**src/rtl/uart_pkg.sv**
```systemverilog
// Shared UART definitions: state encoding, parity-type codes and legal
// parameter bounds used by the TX framer and the future RX checker.
package uart_pkg;

  localparam logic [2:0] ST_IDLE   = 3'd0;
  localparam logic [2:0] ST_WAIT   = 3'd1;
  localparam logic [2:0] ST_START  = 3'd2;
  localparam logic [2:0] ST_DATA   = 3'd3;
  localparam logic [2:0] ST_PARITY = 3'd4;
  localparam logic [2:0] ST_STOP   = 3'd5;

  typedef enum logic [2:0] {
    S_IDLE   = ST_IDLE,
    S_WAIT   = ST_WAIT,
    S_START  = ST_START,
    S_DATA   = ST_DATA,
    S_PARITY = ST_PARITY,
    S_STOP   = ST_STOP
  } state_t;

  localparam logic PAR_EVEN = 1'b0;
  localparam logic PAR_ODD  = 1'b1;

  localparam int DATA_WIDTH_MIN = 5;
  localparam int DATA_WIDTH_MAX = 9;
  localparam int STOP_BITS_MIN  = 1;
  localparam int STOP_BITS_MAX  = 2;

endpackage

```
**src/rtl/uart_parity_calc.sv**
```systemverilog
// Combinational UART parity generator: even parity makes the total count of
// ones (data plus parity) even, odd parity makes it odd.
module uart_parity_calc
  import uart_pkg::*;
#(
  parameter int DATA_WIDTH = 8
) (
  input  logic [DATA_WIDTH-1:0] data,
  input  logic                  par_typ,
  output logic                  parity_bit
);

  assign parity_bit = (par_typ == PAR_ODD) ? ~^data : ^data;

endmodule

```
**src/rtl/uart_tx_frame.sv**
```systemverilog
// UART transmit framer: latches a word and serialises start, data (LSB first),
// optional parity and stop bits, advancing one bit per baud tick.
module uart_tx_frame
  import uart_pkg::*;
#(
  parameter int DATA_WIDTH = 8,
  parameter int STOP_BITS  = 1
) (
  input  logic                  clk,
  input  logic                  rst,
  input  logic                  tick,
  input  logic [DATA_WIDTH-1:0] p_data,
  input  logic                  data_valid,
  input  logic                  par_en,
  input  logic                  par_typ,
  output logic                  tx_out,
  output logic                  busy
);

  localparam int CNT_W = $clog2(DATA_WIDTH);
  localparam logic [CNT_W-1:0] LAST_BIT = CNT_W'(DATA_WIDTH - 1);
  localparam logic LAST_STOP = 1'(STOP_BITS - 1);

  if (DATA_WIDTH < DATA_WIDTH_MIN || DATA_WIDTH > DATA_WIDTH_MAX) begin : g_bad_width
    $error("uart_tx_frame: DATA_WIDTH out of range");
  end
  if (STOP_BITS < STOP_BITS_MIN || STOP_BITS > STOP_BITS_MAX) begin : g_bad_stop
    $error("uart_tx_frame: STOP_BITS out of range");
  end

  state_t                  state_q, state_d;
  logic [CNT_W-1:0]        bit_cnt_q, bit_cnt_d;
  logic                    stop_cnt_q, stop_cnt_d;
  logic [DATA_WIDTH-1:0]   data_q;
  logic                    par_en_q;
  logic                    parity_q;
  logic                    parity_bit;
  logic                    capture;
  logic                    tx_q, tx_d;

  uart_parity_calc #(
    .DATA_WIDTH(DATA_WIDTH)
  ) u_parity (
    .data      (p_data),
    .par_typ   (par_typ),
    .parity_bit(parity_bit)
  );

  // The line level is decoded from the next state so it changes on the same
  // edge as the transition that starts the bit.
  always_comb begin
    state_d    = state_q;
    bit_cnt_d  = bit_cnt_q;
    stop_cnt_d = stop_cnt_q;
    capture    = 1'b0;
    tx_d       = 1'b1;

    unique case (state_q)
      S_IDLE: begin
        if (data_valid) begin
          capture = 1'b1;
          state_d = S_WAIT;
        end
      end
      S_WAIT: begin
        if (tick) state_d = S_START;
      end
      S_START: begin
        if (tick) begin
          state_d   = S_DATA;
          bit_cnt_d = '0;
        end
      end
      S_DATA: begin
        if (tick) begin
          if (bit_cnt_q == LAST_BIT) begin
            state_d    = par_en_q ? S_PARITY : S_STOP;
            stop_cnt_d = 1'b0;
          end else begin
            bit_cnt_d = bit_cnt_q + 1'b1;
          end
        end
      end
      S_PARITY: begin
        if (tick) begin
          state_d    = S_STOP;
          stop_cnt_d = 1'b0;
        end
      end
      S_STOP: begin
        if (tick) begin
          if (stop_cnt_q != LAST_STOP) stop_cnt_d = stop_cnt_q + 1'b1;
          else                         state_d    = S_IDLE;
        end
      end
      default: state_d = S_IDLE;
    endcase

    unique case (state_d)
      S_START:  tx_d = 1'b0;
      S_DATA:   tx_d = data_q[bit_cnt_d];
      S_PARITY: tx_d = parity_q;
      default:  tx_d = 1'b1;
    endcase
  end

  // Frame configuration is captured only on acceptance, so input churn while
  // busy cannot disturb the frame in flight.
  always_ff @(posedge clk or posedge rst) begin
    if (rst) begin
      state_q    <= S_IDLE;
      bit_cnt_q  <= '0;
      stop_cnt_q <= 1'b0;
      data_q     <= '0;
      par_en_q   <= 1'b0;
      parity_q   <= 1'b0;
      tx_q       <= 1'b1;
    end else begin
      state_q    <= state_d;
      bit_cnt_q  <= bit_cnt_d;
      stop_cnt_q <= stop_cnt_d;
      tx_q       <= tx_d;
      if (capture) begin
        data_q   <= p_data;
        par_en_q <= par_en;
        parity_q <= parity_bit;
      end
    end
  end

  assign tx_out = tx_q;
  assign busy   = (state_q != S_IDLE);

endmodule

```
**config.mk**
```make
export PLATFORM = sky130hd
export DESIGN_NAME = uart_tx_frame
export DESIGN_NICKNAME = d
export VERILOG_FILES = /design/src/rtl/uart_pkg.sv /design/src/rtl/uart_parity_calc.sv /design/src/rtl/uart_tx_frame.sv
export SDC_FILE = /design/constraint.sdc
export NUM_CORES = 1
export LEC_CHECK = 0
export ABC_AREA = 1
export BUFFER_PORTS_ARGS = -buffer_cell sky130_fd_sc_hd__buf_2
export CAP_MARGIN = 10
export CORE_MARGIN = 5
export CORE_UTILIZATION = 35
export CTS_CLUSTER_DIAMETER = 30
export CTS_CLUSTER_SIZE = 16
export DETAILED_ROUTE_END_ITERATION = 6
export HOLD_SLACK_MARGIN = 0.02
export PLACE_DENSITY = 0.65
export SETUP_SLACK_MARGIN = 0.2
export SYNTH_ARGS = -nofsm -noshare
export SYNTH_HDL_FRONTEND = slang
export SYNTH_SLANG_ARGS = --single-unit
```
**constraint.sdc**
```tcl
create_clock -name clk -period 1.65 [get_ports clk]
set_input_delay 0.0825 -clock clk [delete_from_list [all_inputs] [get_ports clk]]
set_output_delay 0.0825 -clock clk [all_outputs]
set_load 0.05 [all_outputs]
```
### Word level (Yosys, flattened, before mapping)

Index checks and enable logic that the tools add are counted.

| storage, ports and cells | value |
|---|---|
| flip-flop bits (word level) | 18 |
| input bits | 14 |
| output and inout bits | 2 |
| word-level logic and storage cells | 55 |

| operators by class | value |
|---|---|
| add/sub/neg operators | 2 |
| order comparisons | 1 |
| equality and inequality tests | 13 |
| multiplexer cells | 26 |
| reductions and logical operators | 6 |

Operator list:

| operator | number |
|---|---|
| $mux 3 | 11 |
| $pmux 3 s6 | 1 |
| $eq 3x2->1 const B | 4 |
| $eq 3x3->1 const B | 4 |
| $mux 1 | 10 |
| $ne 2x2->1 const B | 4 |
| $reduce_xnor 8->1 | 1 |
| $reduce_xor 8->1 | 1 |
| $pmux 1 s3 | 2 |
| $pmux 3 s2 | 1 |
| $reduce_bool 3->1 | 2 |
| $reduce_and 5->1 | 1 |
| $lt 3x4->1 const B | 1 |
| $add 3x1->3 const B | 1 |
| $bmux 1 s3 | 1 |
| $eq 3x1->1 const B | 1 |
| $logic_not 3->1 | 1 |
| $add 1x1->1 const B | 1 |

### Depth between registers and ports, before layout

| depth | value |
|---|---|
| depth in word-level cells | 7 |
| depth in mapped cells | 12 |
| gate-level depth less buffers | 12 |

### Cells and area by module

Synthesis repeated with hierarchy kept, for this count alone.

| second synthesis, totals | value |
|---|---|
| cell total of the unflattened synthesis | 157 |
| area, all modules | 1121.1 µm² |

Modules (own cells, without submodules):

| module | instances | cells an instance | area each (µm²) | seq. area each (µm²) |
|---|---|---|---|---|
| uart_tx_frame | 1 | 119 | 957.2 | 426.7 |
| uart_parity_calc | 1 | 38 | 163.9 | 0.0 |

### Worst setup path after synthesis

Ideal clock, no wire load.

| timing | value |
|---|---|
| path type | register to register |
| start point | register bit_cnt_q[0] |
| end point | register tx_q, in the netlist tx_out |
| arrival | 1312 ps |
| data required time | 1567 ps |
| path slack | 255 ps |
| stages on the path, launching flop included | 12 |
| buffers on the path | 0 |
| path through | dfrtp_1 > ha_1 > nand2_1 > nand2_1 > nand2_1 > nand3_4 > nand2_2 > nand2_1 > nand3_1 > nand3_1 > nand3_1 > nand3_1 |

| between the ends | value |
|---|---|
| longest elaborated chain between the ends | 7 |
| elaborated cells on any way between the ends | 15 |
| those cells by class | add/sub: 1; eq/ne: 4; mux: 10 |

RTL lines:

| item | RTL line | source |
|---|---|---|
| start, declared | uart_tx_frame.sv:32 | `logic [CNT_W-1:0] bit_cnt_q, bit_cnt_d;` |
| start signal, assigned | uart_tx_frame.sv:120 | `bit_cnt_q <= bit_cnt_d;` |
| $add 3x1->3 or $eq 3x3->1 (tied branches) | uart_tx_frame.sv:80, uart_tx_frame.sv:76 |  |
| $mux 3 | uart_tx_frame.sv:76 | `if (bit_cnt_q == LAST_BIT) begin` |
| $mux 3 | uart_tx_frame.sv:75 | `if (tick) begin` |
| $pmux 3 s2 (*) | uart_tx_frame.sv:58 | `unique case (state_q)` |
| via bit_cnt_d[0] | uart_tx_frame.sv:32 |  |
| $bmux 1 s3 (*) | uart_tx_frame.sv:101 | `S_DATA: tx_d = data_q[bit_cnt_d];` |
| $mux 1 (not written as such) (*) | uart_tx_frame.sv:101 |  |
| $pmux 1 s3 (*) | uart_tx_frame.sv:99 | `unique case (state_d)` |
| via tx_d | uart_tx_frame.sv:39 | `logic tx_q, tx_d;` |
| end signal, assigned | uart_tx_frame.sv:122 | `tx_q <= tx_d;` |
| end, declared | uart_tx_frame.sv:39 |  |

Mark *: on every way through the listed nets, which the timed path passes. The rest lies on a longest branch. The select of a mux whose other input is x is not followed.
A chain may end at the register's enable or synchronous reset.

### Final worst setup path

| timing | value |
|---|---|
| start point | register bit_cnt_q[0] |
| end point | register tx_q, in the netlist tx_out |

| between the ends | value |
|---|---|
| longest elaborated chain between the ends | 7 |
| elaborated cells on any way between the ends | 15 |
| those cells by class | add/sub: 1; eq/ne: 4; mux: 10 |

RTL lines:

| item | RTL line |
|---|---|
| $add 3x1->3 or $eq 3x3->1 (tied branches) | uart_tx_frame.sv:80, uart_tx_frame.sv:76 |
| $mux 3 (*) | uart_tx_frame.sv:76 |
| $mux 3 (*) | uart_tx_frame.sv:75 |
| $pmux 3 s2 (*) | uart_tx_frame.sv:58 |
| via bit_cnt_d[1] | uart_tx_frame.sv:32 |
| $bmux 1 s3 (*) | uart_tx_frame.sv:101 |
| $mux 1 (not written as such) (*) | uart_tx_frame.sv:101 |
| $pmux 1 s3 (*) | uart_tx_frame.sv:99 |
| via tx_d | uart_tx_frame.sv:39 |

Marked as above.

==> results_dict.tcl <==
set metrics [dict create \
    critPathKind "register to register" \
    crit_required_ps 1870 \
    die_area_um2 4140 \
    worst_hold_slack_ps 26.8 \
    cts-buffers-inserted 3 \
    overflow 0 \
    skew_ps 0.251 \
    cts_max_level 1 \
    clockRootBuffer "clkbuf_4" \
    cts_sinks 17 \
    ant_nets 0 \
    diodes 0 \
    die_h_um 64.3 \
    worstMarginPinSlew_ps 659 \
    vias_per_cell 4.80 \
    yosys_most_used_dff "dfrtp_1" \
    die_w_um 64.3 \
    netlist.area_leader.share 0.387 \
    ys_top_cells_by_area "dfrtp_1, nand2_1, nand3_1" \
    vias 927 \
    nFillCells 288 \
    drive_gt1_frac 0.265 \
    p_per_area_nw_per_um2 1600 \
    yosys-top-cells-count "nand2_1, nand3_1, inv_1" \
    rows 19 \
    rr_worst_depth 11 \
    worstReg2RegEnd "tx_out" \
    register_area_um2 430 \
    synth_edf_count 0 \
    status "finished, final reports clean" \
    yosysMostFrequentCell "nand2_1" \
    multi_input_area_um2 529 \
    ys_types 24 \
    endpoint_kind "register" \
    hpwl_mm 1.61 \
    crit_fanout 4 \
    cts_tree "yes" \
    setup-tns-final_ps 0 \
    fmax_mhz 705 \
    clk_pin_slew_ps 90 \
    worstPathArrival_ps 1630 \
    synth_fp_nets 152 \
    antenna_found_initial 0 \
    ios 16 \
    startpoint_type "register" \
    async_flop_share 1.00 \
    fin_util 0.449 \
    syn_to_final_growth_pct 21.9 \
    hold-path-cell-count 3 \
    clock_latency_ps 280 \
    yosysTopAreaCell "dfrtp_1" \
    period_minus_slack_ps 1420 \
    yosys_warnings 0 \
    syn_area_um2 1030 \
    syn-instance-count 137 \
    hold_violations 0 \
    globalplace.congestion 0.826 \
    core_um2 2810 \
    grt_max_degree 19 \
    slew_violations 0 \
    grt_pass1_wl_mm 4.00 \
    dr.pass1.iters 4 \
    cap_violations 0 \
    reg2reg_from "bit_cnt_q[0]" \
    p_leak_nw 0.612 \
    final_nets 178 \
    rsz0062_at_grt "true" \
    grt_pass1_vias 947 \
    post-route-period-util 0.859 \
    drt-initial-drc-count 60 \
    synth-seq-area-share 0.413 \
    wl_mm 2.21 \
    max-vdd-ir-drop_v 0.000612 \
    relSlewSlack 0.560 \
    wl_per_cell_um 11.5 \
    min_from "p_data[3]" \
    synth.avg_cell_area_um2 7.54 \
    holdPathEnd "data_q[3]" \
    synth_seq_cells 17 \
    grt_usage 0.119 \
    rrSetupSlack_ps 230 \
    numPortBuffers 15 \
    setup_viol 0 \
    hold_class "primary input to register" \
    start_util 0.368 \
    drc 0 \
    clock_path_buffers 2 \
]
## kinds of logic (layout without fill, tap and decap cells)
kind of cell	after synthesis	in the layout	synth area share
buf+inv	24	49	0.0944
fa+ha+maj	1	1	0.0121
compound gates	14	14	0.0751
simple gates	74	74	0.345
flops	17	17	0.413
mux	1	1	0.00969
xor+xnor	6	6	0.0508
## flip-flops by register name, summed over array words and instances, names as in the netlist
name	cells
data_q	8
bit_cnt_q	3
state_q	3
par_en_q	1
parity_q	1
tx_out	1
## layout make-up
cell class	count	share of cell area
timing repair buffer	23	0.119
sequential	17	0.342
inverter	22	0.0675
clock buffer	4	0.0209
multi-input combinational	96	0.420
tap	31	0.0308
## report_power, final
| part | switching (mW) | total (mW) | internal [mW] |
|---|---|---|---|
| registers | 0.101 | 0.709 | 0.608 |
| logic | 0.690 | 1.08 | 0.392 |
| clock network | 0.126 | 0.219 | 0.0939 |
## cell usage in the layout (no fill, tap or decap), types with 2 or more instances in the layout
master         netlist  final
nand2_1             34     31
nand3_1             21     20
inv_1               18     18
buf_2                0     15
dfrtp_1             16     13
o21ai_0              8      8
nor2_1               7      7
nand2_2              4      6
dlygate4sd3_1        0      6
xnor2_1              5      5
inv_2                4      3
o21ai_1              3      3
clkbuf_4             0      3
dfrtp_2              0      3
nor3_1               2      2
nand3b_1             2      2
buf_4                2      2
## timing repair
action                                  4_1_cts  5_1_grt
endpoints found under the hold margin        21        0
buffers inserted                              1        1
resized for setup                             4        6
cloned                                        0        0
hold buffers                                  6        0
endpoints found under the setup margin        1       11
pin swaps                                     0        1
## how the worst max path moves through the flow
stage / start / endpoint / slack, ps / cells past startpoint
after global placement: bit_cnt_q[0] / tx_out / 190 / 11
after detailed placement: bit_cnt_q[0] / tx_out / 100 / 11
final: bit_cnt_q[0] / tx_out / 230 / 11
after global routing: bit_cnt_q[0] / tx_out / 130 / 12
after CTS: bit_cnt_q[0] / tx_out / 200 / 11
after floorplan: bit_cnt_q[0] / tx_out / 250 / 11
## through the flow
step | cell area, um^2 | worst slack, ps | std cells | total power, mW
final | 1260 | 232 | 193 | 2.01
after global routing | 1260 | 132 | 193 | 2.23
after CTS | 1230 | 201 | 192 | 1.99
after detailed placement | 1130 | 97.2 | 181 | 1.72
after global placement | 1130 | 194 | 181 | 1.69
after floorplan | 1030 | 255 | 137 | 1.53
## layer usage
metal / wire length (um) / vias up / GRT usage
li1: - / 481 / -
met1: 1010 / 425 / 0.139
met2: 1090 / 19 / 0.214
met3: 106 / 2 / 0.0280
met4: 10 / 0 / 0.0422
met5: 0 / - / 0
## worst max-delay path, cell delays in order, from the launching register on
cell and delay (ps):
dfrtp_1 390, ha_2 200, nand2_2 70, nand2_2 70, nand2_1 80, nand2_1 50
nand2_1 70, nand2_2 90, nand3_1 100, nand3_1 80, nand3_1 80, nand3_1 70
Power figures use the tool's default switching activity.
